==> config.mk <==
export PLATFORM = sky130hd
export DESIGN_NAME = score_keeper
export DESIGN_NICKNAME = d
export VERILOG_FILES = /design/src/rtl/score_keeper_pkg.sv /design/src/rtl/score_keeper_bcd_counter.sv /design/src/rtl/score_keeper.sv
export SDC_FILE = /design/constraint.sdc
export NUM_CORES = 1
export LEC_CHECK = 0
export ABC_CLOCK_PERIOD_IN_PS = 2510
export CAP_MARGIN = 20
export CORE_MARGIN = 1
export CORE_UTILIZATION = 60
export CTS_CLUSTER_DIAMETER = 60
export DETAILED_ROUTE_END_ITERATION = 6
export PLACE_DENSITY = 0.8
export SLEW_MARGIN = 20
export SYNTH_ARGS = -nofsm -noshare
export SYNTH_HDL_FRONTEND = slang
export SYNTH_SLANG_ARGS = --single-unit
==> constraint.sdc <==
create_clock -name clk -period 2.51 [get_ports clk]
set_clock_uncertainty 0.2 [all_clocks]
set_input_delay 0.3765 -clock clk [delete_from_list [all_inputs] [get_ports clk]]
set_output_delay 0.3765 -clock clk [all_outputs]
set_load 0.03 [all_outputs]
==> src/rtl/score_keeper_pkg.sv <==
// Shared constants for the score keeper.
//   BLANK      : digit code that turns a seven-segment digit off
//   IDLE/FLASH : state encoding for the winner-flash FSM
package score_keeper_pkg;

    localparam logic [3:0] BLANK = 4'b1011;

    localparam logic [0:0] IDLE  = 1'b0;
    localparam logic [0:0] FLASH = 1'b1;

    // Winner register values
    localparam logic WIN_P1 = 1'b0;
    localparam logic WIN_P2 = 1'b1;

endpackage

==> src/rtl/score_keeper_bcd_counter.sv <==
// Two-digit BCD counter, 0..99, saturating at 99.
//   clk  : clock
//   rst  : synchronous active-high reset (to 00)
//   clr  : synchronous clear (to 00)
//   inc  : add one when high at the clock edge
//   tens : tens digit, BCD
//   ones : ones digit, BCD
module bcd_counter_99 (
    input  logic       clk,
    input  logic       rst,
    input  logic       clr,
    input  logic       inc,
    output logic [3:0] tens,
    output logic [3:0] ones
);

    logic at_max;

    assign at_max = (tens == 4'd9) && (ones == 4'd9);

    // BCD increment with carry from ones into tens; holds at 99
    always_ff @(posedge clk) begin
        if (rst || clr) begin
            tens <= 4'd0;
            ones <= 4'd0;
        end else if (inc && !at_max) begin
            if (ones == 4'd9) begin
                ones <= 4'd0;
                tens <= tens + 4'd1;
            end else begin
                ones <= ones + 4'd1;
            end
        end
    end

endmodule

==> src/rtl/score_keeper.sv <==
// Two-player score keeper with a blinking winner flash.
//   clk          : clock
//   rst          : synchronous active-high reset
//   p1_win       : one-cycle pulse, player 1 won a game
//   p2_win       : one-cycle pulse, player 2 won a game
//   clear_scores : level, zeroes both scores and stops any flash
//   num1..num4   : digit codes P1 tens, P1 ones, P2 tens, P2 ones
//   flashing     : high while the winner flash is running
module score_keeper
    import score_keeper_pkg::*;
#(
    parameter int unsigned FLASH_CYCLES = 100_000_000,
    parameter int unsigned BLINK_HALF   = 12_500_000
) (
    input  logic       clk,
    input  logic       rst,
    input  logic       p1_win,
    input  logic       p2_win,
    input  logic       clear_scores,
    output logic [3:0] num1,
    output logic [3:0] num2,
    output logic [3:0] num3,
    output logic [3:0] num4,
    output logic       flashing
);

    localparam int unsigned FW = $clog2(FLASH_CYCLES);
    localparam int unsigned BW = $clog2(2 * BLINK_HALF);

    localparam logic [FW-1:0] FLASH_LAST = FW'(FLASH_CYCLES - 1);
    localparam logic [BW-1:0] BLINK_LAST = BW'(2 * BLINK_HALF - 1);
    localparam logic [BW-1:0] BLINK_MID  = BW'(BLINK_HALF);

    logic [0:0]    state, state_nx;
    logic          winner, winner_nx;
    logic [FW-1:0] flash_cnt, flash_nx;
    logic [BW-1:0] blink_cnt, blink_nx;

    logic       accept;
    logic [3:0] p1_tens, p1_ones, p2_tens, p2_ones;
    logic       blank_phase, blank_p1, blank_p2;

    // A draw is not a win; clear overrides any win in the same cycle
    assign accept = (p1_win ^ p2_win) & ~clear_scores;

    bcd_counter_99 u_p1 (
        .clk  (clk),
        .rst  (rst),
        .clr  (clear_scores),
        .inc  (accept & p1_win),
        .tens (p1_tens),
        .ones (p1_ones)
    );

    bcd_counter_99 u_p2 (
        .clk  (clk),
        .rst  (rst),
        .clr  (clear_scores),
        .inc  (accept & p2_win),
        .tens (p2_tens),
        .ones (p2_ones)
    );

    // State register
    always_ff @(posedge clk) begin
        if (rst) begin
            state     <= IDLE;
            winner    <= WIN_P1;
            flash_cnt <= '0;
            blink_cnt <= '0;
        end else begin
            state     <= state_nx;
            winner    <= winner_nx;
            flash_cnt <= flash_nx;
            blink_cnt <= blink_nx;
        end
    end

    // Next state: a win (re)starts the flash window from zero
    always_comb begin
        state_nx  = state;
        winner_nx = winner;
        flash_nx  = flash_cnt;
        blink_nx  = blink_cnt;
        if (clear_scores) begin
            state_nx = IDLE;
            flash_nx = '0;
            blink_nx = '0;
        end else if (accept) begin
            state_nx  = FLASH;
            winner_nx = p2_win ? WIN_P2 : WIN_P1;
            flash_nx  = '0;
            blink_nx  = '0;
        end else if (state == FLASH) begin
            if (flash_cnt == FLASH_LAST) begin
                state_nx = IDLE;
                flash_nx = '0;
                blink_nx = '0;
            end else begin
                flash_nx = flash_cnt + FW'(1);
                blink_nx = (blink_cnt == BLINK_LAST) ? '0 : blink_cnt + BW'(1);
            end
        end
    end

    // Second half of each blink period hides the winner's digits
    assign blank_phase = (state == FLASH) && (blink_cnt >= BLINK_MID);
    assign blank_p1    = blank_phase && (winner == WIN_P1);
    assign blank_p2    = blank_phase && (winner == WIN_P2);

    assign num1     = (blank_p1 || p1_tens == 4'd0) ? BLANK : p1_tens;
    assign num2     = blank_p1 ? BLANK : p1_ones;
    assign num3     = (blank_p2 || p2_tens == 4'd0) ? BLANK : p2_tens;
    assign num4     = blank_p2 ? BLANK : p2_ones;
    assign flashing = (state == FLASH);

endmodule

==> results.cfg, run 1 <==
[die]
num_rows = 28
core_area_mm2 = 0.00603
io_pins = 22
die_area_mm2 = 0.00664
die_h_um = 81.5
start_util_pct = 62.9
die_x_um = 81.5

[placement]
port_buffers = 21
gp_congestion = 0.887
dp.cells = 571
dp.final_hpwl_mm = 6.34

[synth]
seq_area_frac_synth_pct = 37.0
synth_area_mm2 = 0.00379
ys_ff_latch = 70
ys_types = 54
ys_top_cells_by_area = dfxtp_1 (37%), xor2_1 (5.3%), nor2_1 (5.2%)
yosysMostFrequentCell = dfxtp_1
synth_top_area_share_pct = 37.0
async_flop_share_pct = 0
syn_nets = 472
yosysTopAreaCell = dfxtp_1
synth.avg_cell_area_um2 = 8.28
synth_cells = 458
synth_edf_count = 0
dominantRegCellSynth = dfxtp_1
yosysWarnings = 0
synth_common_cells = dfxtp_1 (70), nor2_1 (53), nand2_1 (40)

[cells_and_area]
final_nets = 523
area_growth_pct = 20.6
drive_gt1_share_pct = 19.1
diodes = 0
fillers = 443
instances_no_fill = 588

[global_route]
grt_max_degree = 20
track_usage_pct = 30.3
overflow = 0
grt_pass1_vias = 3442
grt_pass1_wl_mm = 15.6
antenna_found_initial = 0

[critical_path]
crit_type = register to output port
cp.arrival_ps = 2080
cp-startpoint = blink_cnt[9]
rrSetupSlack_ps = 90
critPathMaxFanout = 8
worst_setup_path_start_kind = register
required_ps = 1930
crit_path_end_kind = output port
r2r_start = flash_cnt[9]

[sta]
final-setup-viol-count = 12
finalHoldViolations = 0
worst_pin_slew_ps = 584
setup_slack_ps = -147
period_share_pct = 106
maxSlewViolCount = 0
fmax_mhz = 376
fin_crit_ps = 2660
rsz0062_at_grt = yes
slew_headroom_pct = 61.0

[pwr]
finalPower_mw = 2.09
ir_drop_mv = 0.478
p_per_area_mw_per_mm2 = 458
leakagePower_nw = 1.55

[clock_network]
path_clk_slew_ps = 70
cts.sinks = 70
cts_tree = done
cts-root-buf = clkbuf_8
clockBufferDepth = 2
holdBufCountCts = 0
clock_latency_ps = 340
cts-htree-levels = 3
cts_made_buffers = 9

[drt]
postRouteAntennaNets = 0
drt_first_pass_iters = 5
initialDrtViolationCount = 307
postRouteWirelength_mm = 9.16
drc = 0
vias_per_cell = 6.20
vias = 3643
wl_per_cell_um = 15.6

[outcome]
status = complete, but fails checks
violations = setup timing

[run]
cap_violations = 0

[worst_hold_path]
hold_start = winner
hold_path_class = register to register
-- what timing repair did --
item,4_1_cts,5_1_grt
setup endpoints to repair,16,16
pin swaps,7,2
hold endpoints to repair,0,0
resized for setup,27,3
buffers inserted,2,1
gates cloned,0,0
-- where the power goes --
part / switching, mW / internal, mW
registers: 0.00537 / 1.11
clock network: 0.416 / 0.478
logic: 0.0494 / 0.0338
-- final timing paths --
| path | cells after the start | endpoint |
|---|---|---|
| worst min-delay path | 2 | winner |
| worst max-delay path | 7 | num3[1] |
| worst min register to register | 2 | winner |
| worst max register to register | 6 | blink_cnt[12] |
-- worst max-delay path: stages, from the launching register on --
cell	delay (ps)
dfxtp_2	340
nor4_4	360
a2111oi_4	120
o21ai_2	160
nor3b_2	60
buf_4	160
or3_4	380
buf_6	150
-- sequential cells by signal (all words and copies together) (netlist names) --
| register | cells |
|---|---|
| blink_cnt | 25 |
| flash_cnt | 27 |
| flashing | 1 |
| u_p1.ones | 4 |
| u_p1.tens | 4 |
| u_p2.ones | 4 |
| u_p2.tens | 4 |
| winner | 1 |
-- cell usage in the layout, fill, tap and decap left out, types with 3 or more instances in the layout --
cell             instances
a21oi_1                  9
a22oi_1                  5
a31oi_1                  4
a41oi_2                  3
and2_1                   6
and3_1                   7
and4_1                   8
buf_4                   43
buf_6                   12
clkbuf_8                10
clkdlybuf4s50_1          5
dfxtp_1                 65
dfxtp_2                  4
ha_1                     9
inv_1                   16
mux2i_1                  3
nand2_1                 40
nand2b_1                 6
nand3_1                 26
nand4_1                 24
nand4b_1                 3
nor2_1                  53
nor2b_1                  6
nor3_1                   9
nor3b_1                  5
nor4_1                   6
o21ai_0                 10
o21ai_1                  5
o311a_1                  5
o311ai_1                 4
o31ai_1                  5
or2_2                    8
or3_1                    3
or4_1                    6
xnor2_1                 19
xor2_1                  23
-- layout make-up --
cell class | count | area, um^2 | share of cell area (%)
Tap cell | 75 | 93.8 | 2.05
Inverter | 16 | 60.1 | 1.31
Clock buffer | 11 | 141 | 3.09
Multi-Input combinational cell | 351 | 2290 | 50.1
Clock inverter | 4 | 47.5 | 1.04
Timing Repair Buffer | 61 | 528 | 11.5
Sequential cell | 70 | 1410 | 30.8
-- per-layer routing --
layer	vias up	GRT usage (%)	wire, um
li1	1755	-	-
met3	12	6.22	402
met4	0	11.3	108
met2	111	52.0	4590
met5	-	0	0
met1	1765	37.0	4060
-- metrics by stage --
| step | TNS (ps) | utilization (%) | hold WS [ps] | setup slack, ps | cell area [um^2] |
|---|---|---|---|---|---|
| final | -694 | 75.9 | 291 | -147 | 4570 |
| after global routing | -2270 | 75.9 | 323 | -237 | 4570 |
| after CTS | -702 | 75.7 | 291 | -123 | 4560 |
| after detailed placement | -270 | 70.6 | 275 | -51.0 | 4260 |
| after global placement | -566 | 70.6 | 269 | -76.2 | 4260 |
| after floorplan | 0 | - | 246 | 129 | 3790 |
-- logic make-up after synthesis --
kind of cell    Yosys count  share of synthesized area (%)
xor+xnor                 42                           9.70
compound gates           67                           12.9
mux                       3                          0.792
flops                    70                           37.0
simple gates            230                           32.4
buf+inv                  37                           4.29
fa+ha+maj                 9                           2.97
(Power assumes the default switching activity.)
==> inputs of run 2 (changes only) <==
REMOVE_ABC_BUFFERS = 1   (was not set)
==> run 2 against run 1 <==
Global-route usage about the same; largest cell class unchanged; worst hold slack improved by 23 ps; highest routed layer unchanged; fmax decreased by 4.3%; via count decreased by 1.2%; largest power group unchanged; the flow still finishes with violations (setup timing); die area unchanged.
==> results.cfg, run 2 (same netlist as run 1, synthesis figures left out) <==
[global_route]
overflow = 0
grt_pass1_wl_mm = 15.4
track_usage_pct = 30.2
grt_util_met2_pct = 50.6
busiest_layer = met2
grt_max_degree = 22
grt_pass1_vias = 3366
met3_usage_pct = 5.11
antenna_found_initial = 0
gr-usage-met1_pct = 37.9

[worst_hold_path]
hold_depth = 2
hold_start = blink_cnt[3]
hold_path_class = register to register

[critical_path]
cp-startpoint = blink_cnt[14]
reg2reg_depth = 6
required_ps = 1930
cp.arrival_ps = 2200
critPathMaxFanout = 8
crit_path_end_kind = output port
crit_type = register to output port
r2r_start = flash_cnt[8]
worst_setup_path_start_kind = register

[clock_network]
clock_latency_ps = 360
cts-htree-levels = 3
cts-root-buf = clkbuf_8
clockBufferDepth = 2
cts_made_buffers = 9
path_clk_slew_ps = 80
cts.sinks = 70
cts_tree = done

[die]
io_pins = 22
start_util_pct = 62.9
core_area_mm2 = 0.00603
die_area_mm2 = 0.00664
die_h_um = 81.5
die_x_um = 81.5
num_rows = 28

[cells_and_area]
diodes = 0
layout_commonest_cell = dfxtp_1
regMostFlops = flash_cnt
largest_reg_flops = 27
final_core_util_pct = 77.3
largest_registers = flash_cnt (27), blink_cnt (25)
final_nets = 525
final_cell_mix = dfxtp_1 (68), nor2_1 (52), buf_4 (41)
area_growth_pct = 22.8
drive_gt1_share_pct = 19.8
instances_no_fill = 591

[drt]
drt_first_pass_iters = 5
postRouteAntennaNets = 0
initialDrtViolationCount = 234
vias_per_cell = 6.09
vias = 3601
drc = 0
wl_per_cell_um = 15.9
postRouteWirelength_mm = 9.41

[pwr]
p_per_area_mw_per_mm2 = 460
leakagePower_nw = 1.58
finalPower_mw = 2.14
ir_drop_mv = 0.345

[placement]
dp.final_hpwl_mm = 6.29
port_buffers = 21
dp.cells = 571
gp_congestion = 0.873

[sta]
final-setup-viol-count = 16
setup_slack_ps = -266
fmax_mhz = 360
holdWs_ps = 314
fin_setup_tns_ps = -3730
rsz0062_at_grt = yes
worst_pin_slew_ps = 620
slew_headroom_pct = 58.6
finalHoldViolations = 0
period_share_pct = 111
fin_crit_ps = 2780
maxSlewViolCount = 0

[outcome]
violations = setup timing
status = complete, but fails checks

[run]
cap_violations = 0
run 2: changes by cell type in the layout (fill, tap and decap cells not counted), sizes merged:
cell,change
clkinvlp,+1
buf,+2
run 2: worst paths after layout:
check | endpoint | slack, ps
hold reg to reg | blink_cnt[3] | 310
setup / recovery | num1[3] | -270
setup reg to reg | blink_cnt[18] | 80
hold / removal | blink_cnt[3] | 310
run 2: cell type report:
cell class | count | area, um^2
clock buffers | 11 | 141
clock inverters | 5 | 58.8
fillers | 420 | 1370
inverters | 16 | 60.1
multi-input cells | 351 | 2330
flip-flops and latches | 70 | 1400
well taps | 75 | 93.8
repair buffers | 63 | 567
run 2: metal layers:
layer | routed length, um | part of all wire, % | up-vias
met2 | 4720 | 50 | 108
li1 | - | - | 1759
met4 | 177 | 1.9 | 0
met1 | 4090 | 44 | 1716
met5 | 0 | 0 | -
met3 | 413 | 4.4 | 18
run 2: where the power goes:
part | switching, mW | internal [mW] | leakage, nW | total, mW
Combinational | 0.0486 | 0.0355 | 0.919 | 0.0841
Sequential | 0.00605 | 1.11 | 0.565 | 1.12
Clock | 0.454 | 0.486 | 0.0955 | 0.940
run 2: critical path: stages (launching register included):
cell and delay [ps]:
dfxtp_2 320, nand4b_1 200, a2111oi_2 390, o21ai_1 130, buf_4 180, nor3_4 220
buf_12 150, a211o_1 120, buf_6 130
run 2: metrics by stage:
stage                     setup WS [ps]  cell area [um^2]
after floorplan                    -190              3690
after global placement             -216              4260
after detailed placement           -267              4260
after CTS                          -194              4620
after global routing               -359              4660
final                              -266              4660
run 2: what timing repair did:
item | 4_1_cts | 5_1_grt
gates cloned | 0 | 0
buffers inserted | 4 | 1
pin swaps | 12 | 5
resized for setup | 36 | 5
hold buffers | 0 | 0
endpoints found under the setup margin | 16 | 18
==> inputs of run 3 (changes only) <==
HOLD_SLACK_MARGIN = 0.03   (was not set)
==> results of run 3 <==
Same layout as run 2: the final DEF is identical, and so are final timing and power.
